`config.mk`:
```
export PLATFORM = sky130hd
export DESIGN_NAME = muldiv_unit
export DESIGN_NICKNAME = d
export VERILOG_FILES = /design/src/rtl/muldiv_unit.sv
export SDC_FILE = /design/constraint.sdc
export NUM_CORES = 1
export LEC_CHECK = 0
export BUFFER_PORTS_ARGS = -buffer_cell sky130_fd_sc_hd__buf_2
export CORE_ASPECT_RATIO = 1.5
export CORE_MARGIN = 4
export CORE_UTILIZATION = 45
export DETAILED_ROUTE_END_ITERATION = 7
export GPL_ROUTABILITY_DRIVEN = 0
export GPL_TIMING_DRIVEN = 1
export PLACE_DENSITY = 0.63
export RECOVER_POWER = 25
export SLEW_MARGIN = 0
export SYNTH_ARGS = -nofsm -noshare
export SYNTH_HDL_FRONTEND = slang
export SYNTH_SLANG_ARGS = --single-unit
```
`constraint.sdc`:
```
create_clock -name i_clock -period 4.5 [get_ports i_clock]
set_input_delay 0.225 -clock i_clock [delete_from_list [all_inputs] [get_ports i_clock]]
set_output_delay 0.225 -clock i_clock [all_outputs]
set_load 0.01 [all_outputs]
```
`src/rtl/muldiv_unit.sv`:
```
// Iterative RISC-V M-extension multiply/divide unit.
// Shift-add multiplier and restoring divider; fixed WIDTH+2 cycle latency.
module muldiv_unit #(
  parameter int WIDTH = 32
) (
  input  logic             i_clock,
  input  logic             i_reset,
  input  logic             i_start,
  input  logic [2:0]       i_op,
  input  logic [WIDTH-1:0] i_a,
  input  logic [WIDTH-1:0] i_b,
  input  logic             i_abort,
  output logic             o_ready,
  output logic             o_done,
  output logic [WIDTH-1:0] o_result,
  output logic             o_div_by_zero
);

  localparam int CW = (WIDTH > 1) ? $clog2(WIDTH) : 1;

  typedef enum logic [1:0] {
    S_IDLE,
    S_CALC,
    S_FIXUP,
    S_DONE
  } state_t;

  state_t             r_state;
  state_t             w_next;
  logic [CW-1:0]      r_cnt;
  logic [2:0]         r_op;
  logic               r_neg_q;
  logic               r_neg_r;
  logic [WIDTH-1:0]   r_opnd;
  logic [2*WIDTH-1:0] r_acc;
  logic               r_spec;
  logic [WIDTH-1:0]   r_spec_val;
  logic               r_dbz_pend;
  logic [WIDTH-1:0]   r_result;
  logic               r_dbz;

  logic               w_accept;
  logic               w_last;
  logic               w_sgn_a;
  logic               w_sgn_b;
  logic               w_neg_a;
  logic               w_neg_b;
  logic [WIDTH-1:0]   w_ma;
  logic [WIDTH-1:0]   w_mb;
  logic               w_bz;
  logic               w_ovf;
  logic [WIDTH-1:0]   w_spec_val;
  logic [WIDTH:0]     w_msum;
  logic [2*WIDTH-1:0] w_mul_next;
  logic [WIDTH:0]     w_dtrial;
  logic               w_dge;
  logic [2*WIDTH-1:0] w_div_next;
  logic [2*WIDTH-1:0] w_prod;
  logic [WIDTH-1:0]   w_quot;
  logic [WIDTH-1:0]   w_rem;
  logic [WIDTH-1:0]   w_sel;

  assign o_ready       = (r_state == S_IDLE) || (r_state == S_DONE);
  assign o_done        = (r_state == S_DONE);
  assign o_result      = r_result;
  assign o_div_by_zero = r_dbz;

  assign w_accept = o_ready & i_start & ~i_abort;
  assign w_last   = (r_cnt == CW'(WIDTH - 1));

  assign w_sgn_a = (i_op == 3'b001) || (i_op == 3'b010) ||
                   (i_op == 3'b100) || (i_op == 3'b110);
  assign w_sgn_b = (i_op == 3'b001) || (i_op == 3'b100) ||
                   (i_op == 3'b110);
  assign w_neg_a = w_sgn_a & i_a[WIDTH-1];
  assign w_neg_b = w_sgn_b & i_b[WIDTH-1];
  assign w_ma    = w_neg_a ? -i_a : i_a;
  assign w_mb    = w_neg_b ? -i_b : i_b;

  assign w_bz  = i_op[2] & ~|i_b;
  assign w_ovf = ((i_op == 3'b100) || (i_op == 3'b110)) &&
                 (i_a == {1'b1, {(WIDTH-1){1'b0}}}) && (&i_b);

  always_comb begin
    w_spec_val = '0;
    if (w_bz)
      w_spec_val = i_op[1] ? i_a : '1;
    else if (w_ovf)
      w_spec_val = i_op[1] ? '0 : i_a;
  end

  // Multiply: acc = {partial, multiplier}; add into top, shift right.
  assign w_msum = {1'b0, r_acc[2*WIDTH-1:WIDTH]} +
                  (r_acc[0] ? {1'b0, r_opnd} : {(WIDTH+1){1'b0}});
  assign w_mul_next = {w_msum, r_acc[WIDTH-1:1]};

  // Divide: acc = {remainder, dividend/quotient}; trial subtract.
  assign w_dtrial = r_acc[2*WIDTH-1:WIDTH-1] - {1'b0, r_opnd};
  assign w_dge    = ~w_dtrial[WIDTH];
  assign w_div_next = {
    w_dge ? w_dtrial[WIDTH-1:0] : r_acc[2*WIDTH-2:WIDTH-1],
    r_acc[WIDTH-2:0],
    w_dge
  };

  assign w_prod = r_neg_q ? -r_acc : r_acc;
  assign w_quot = r_neg_q ? -r_acc[WIDTH-1:0] : r_acc[WIDTH-1:0];
  assign w_rem  = r_neg_r ? -r_acc[2*WIDTH-1:WIDTH]
                          : r_acc[2*WIDTH-1:WIDTH];

  always_comb begin
    w_sel = w_rem;
    unique case (r_op)
      3'b000:                 w_sel = w_prod[WIDTH-1:0];
      3'b001, 3'b010, 3'b011: w_sel = w_prod[2*WIDTH-1:WIDTH];
      3'b100, 3'b101:         w_sel = w_quot;
      default:                w_sel = w_rem;
    endcase
    if (r_spec)
      w_sel = r_spec_val;
  end

  always_comb begin
    w_next = r_state;
    unique case (r_state)
      S_IDLE, S_DONE: w_next = w_accept ? S_CALC : S_IDLE;
      S_CALC: begin
        if (i_abort)
          w_next = S_IDLE;
        else if (w_last)
          w_next = S_FIXUP;
      end
      S_FIXUP: w_next = i_abort ? S_IDLE : S_DONE;
      default: w_next = S_IDLE;
    endcase
  end

  always_ff @(posedge i_clock) begin
    if (i_reset) begin
      r_state    <= S_IDLE;
      r_cnt      <= '0;
      r_op       <= '0;
      r_neg_q    <= 1'b0;
      r_neg_r    <= 1'b0;
      r_opnd     <= '0;
      r_acc      <= '0;
      r_spec     <= 1'b0;
      r_spec_val <= '0;
      r_dbz_pend <= 1'b0;
      r_result   <= '0;
      r_dbz      <= 1'b0;
    end else begin
      r_state <= w_next;
      if (w_accept) begin
        r_op       <= i_op;
        r_neg_q    <= w_neg_a ^ w_neg_b;
        r_neg_r    <= w_neg_a;
        r_opnd     <= i_op[2] ? w_mb : w_ma;
        r_acc      <= {{WIDTH{1'b0}}, i_op[2] ? w_ma : w_mb};
        r_cnt      <= '0;
        r_spec     <= w_bz | w_ovf;
        r_spec_val <= w_spec_val;
        r_dbz_pend <= w_bz;
      end else if (r_state == S_CALC && !i_abort) begin
        r_acc <= r_op[2] ? w_div_next : w_mul_next;
        r_cnt <= r_cnt + 1'b1;
      end else if (r_state == S_FIXUP && !i_abort) begin
        r_result <= w_sel;
        r_dbz    <= r_dbz_pend;
      end
    end
  end

endmodule

```
==> qor.txt <==
pin count of the biggest net entering global routing -> 71
Clock transition at path regs -> 80 ps
EDFF count, synth -> 0
wire per inst -> 22.1 µm
hold depth -> 3
Post-Syn Nets -> 2361
CP required -> 4900 ps
initial DRC count -> 1357
initial core utilization -> 45.8%
Rel. slew slack -> -88.7%
Inserted Clock Buffers -> 17
register area share after synthesis -> 22.3%
max capacitance violation total -> 4
PD cells -> 270 nW/µm²
die area -> 38100 µm²
final setup violating endpoints -> 0
Tot GR Track Use -> 30.3%
PostCTS Resize Cnt -> 0
Vias/cell -> 6.20
origin of the critical flop-to-flop path -> r_acc[32]
largest family of logic cells by synthesized area -> compound AO/OA/AOI/OAI gates
clk sinks -> 175
share of post-route cells with drive strength above 1 -> 9.03%
Final WS setup -> 591 ps
XOR/XNOR Fraction of Synth Area -> 10.1%
worst-skew pair later-pin latency -> 470 ps
core area -> 34400 µm²
Mean Syn Cell Area -> 7.11 µm²
startpoint types -> flop
CTS HTree Levels -> 4
I/O pins -> 106
Final nets -> 2371
TNS Setup -> 0 ps
Final Hold Viols -> 0
vias in the first global route -> 15800
Post-Synth Simple-Gate Area -> 22.3%
Port Buffers -> 105
CTS tree -> done
RSZ-0062 raised after global routing -> false
Rows -> 83
Pre-antenna DRT Iters -> 8
fin area -> 17200 µm²
dpl hpwl -> 46500 µm
cell count after synthesis -> 2214
DP Area -> 16600 µm²
most frequent cells in the layout -> nor2_1 (270), nand2_1 (223), a21oi_1 (223)
crit end category -> flop
Hold Startpoint -> i_op[0]
Ant. Diodes -> 0
R2R setup slack -> 590 ps
drc violations -> 0
Routed Antenna Nets -> 0
Remaining Overflow, GRT -> 0
hold buffers post-CTS -> 0
mux contribution to synthesized area -> 5.10%
clk_skew -> 12.1 ps
most common cell after layout, fill and taps aside -> nor2_1
Layout area overhead -> 9.09%
Pins Over Slew Limit -> 232
RR Endpoint -> r_acc[63]
Async S/R FF share, synth -> 0%
worst vdd ir -> 0.284 mV
Synth Area in Compound Gates -> 28.3%
first-pass GRT wire length -> 91300 µm
Synth warnings -> 0
initial antenna violation count -> 0
Clk Tree Root Cell -> clkbuf_16
worst hold path type -> primary input to flop
Die Ht -> 237 µm
Syn Std Cell Area -> 15700 µm²
Post-CTS Repair Setup Buffers -> 0
DR vias -> 16800
Clock Path Buffers -> 2
Layout Utilization -> 49.9%
highest clock rate -> 0.256 GHz
worst r2r path cells -> 13
failing checks -> capacitance limit, slew limit
synthesized flop and latch total -> 175
Setup CP Type -> flop to flop
Pleak -> 6.66 nW
distinct cell type count after synthesis -> 85
CP Data Arrival Time -> 4310 ps
Post-Route WL -> 59700 µm
Worst Max-Slew Pin Slew -> 2830 ps
Synth Area in Adders -> 6.14%
Main synth FF type -> dfxtp_1
CP Max Fanout -> 14
outcome -> complete, but fails checks
Min Clock Period, post-route -> 3910 ps
chip width -> 161 µm
final cycle utilization of the critical path -> 86.9%
pre-CTS WS -> 633 ps
WHS Endpoint -> r_op[0]
layout make-up:
class	count	area (µm²)
clock inverters	15	194
well taps	467	584
flip-flops and latches	175	3510
inverters	71	267
repair buffers	153	843
fillers	3458	17200
multi-input cells	1806	11300
clock buffers	17	425
stage by stage:
step | std cells | hold WS [ps] | power (W)
CTS | 2704 | 17.6 | 0.00464
floorplan | 2214 | 361 | 0.00266
detailed placement | 2672 | 438 | 0.00308
global route | 2704 | 48.3 | 0.00484
finish | 2704 | 46.7 | 0.00464
global placement | 2672 | 430 | 0.00307
how the worst max path moves through the flow:
| stage | endpoint | startpoint |
|---|---|---|
| finish | r_acc[63] | r_acc[32] |
| global route | r_acc[59] | r_acc[0] |
| global placement | r_acc[63] | r_acc[32] |
| CTS | r_acc[63] | r_acc[32] |
| detailed placement | r_acc[63] | r_acc[32] |
| floorplan | r_acc[48] | r_acc[31] |
registers in the layout, indices dropped and copies added (netlist names):
register,flops
o_div_by_zero,1
r_acc,64
o_result,32
r_state,2
r_opnd,32
r_spec_val,32
r_op,3
r_cnt,5
r_neg_r,1
r_spec,1
r_neg_q,1
r_dbz_pend,1
worst max-delay path, stage by stage (launching register included):
cell and delay [ps]:
dfxtp_1 470, inv_1 160, fa_1 460, and2b_1 230
o2111a_1 220, o31ai_2 90, a31o_1 240, o41a_1 520
a31o_1 250, o211a_1 140, buf_4 190, or4b_1 470
mux2_2 270, a21oi_1 120
Yosys cell counts, types with 8 or more instances:
cell type,count,area [µm²]
a21o_1,33,248
xor2_1,74,648
dfxtp_1,175,3500
and2_1,12,75.1
o21bai_1,10,75.1
nand3_1,44,220
ha_1,74,926
clkbuf_1,135,507
o41ai_1,8,70.1
mux2i_1,60,601
a31oi_1,10,62.6
inv_1,71,267
buf_1,11,41.3
nor2_1,271,1020
nand3b_1,10,75.1
a21oi_1,224,1120
nand4_1,18,113
nand2_1,223,837
a211oi_1,54,405
nand2b_1,26,163
buf_2,12,60.1
o31ai_1,31,233
o21ai_1,16,80.1
or4_1,15,113
xnor2_1,108,946
nor3_1,46,230
mux2_2,18,203
nor4_1,18,113
o21a_1,14,105
o211ai_1,30,225
o21ai_0,186,931
o22ai_1,17,106
o221ai_1,10,87.6
a221oi_1,19,166
nor2b_1,9,56.3
or3_1,22,138
report_power, final:
group / leakage (nW) / internal [W] / switching [W] / total (W)
clock: 0.295 / 0.000757 / 0.000797 / 0.00155
sequential: 1.42 / 0.00159 / 0.0000847 / 0.00168
combinational: 4.94 / 0.000530 / 0.000877 / 0.00141
layer usage:
layer / GRT usage (%) / part of all wire, % / routed length [µm]
met4: 20.8 / 7.9 / 4690
met5: 0 / 0 / 0
met2: 52.2 / 48 / 28600
met1: 34.8 / 38 / 22900
met3: 3.88 / 5.8 / 3460
logic make-up after synthesis:
group                    count (synthesis)
XOR/XNOR                               182
AND/OR/NAND/NOR                        755
AO/OA/AOI/OAI                          715
multiplexers                            78
adder cells (fa/ha/maj)                 76
flip-flops                             175
buffers and inverters                  233
(Power assumes the default switching activity.)
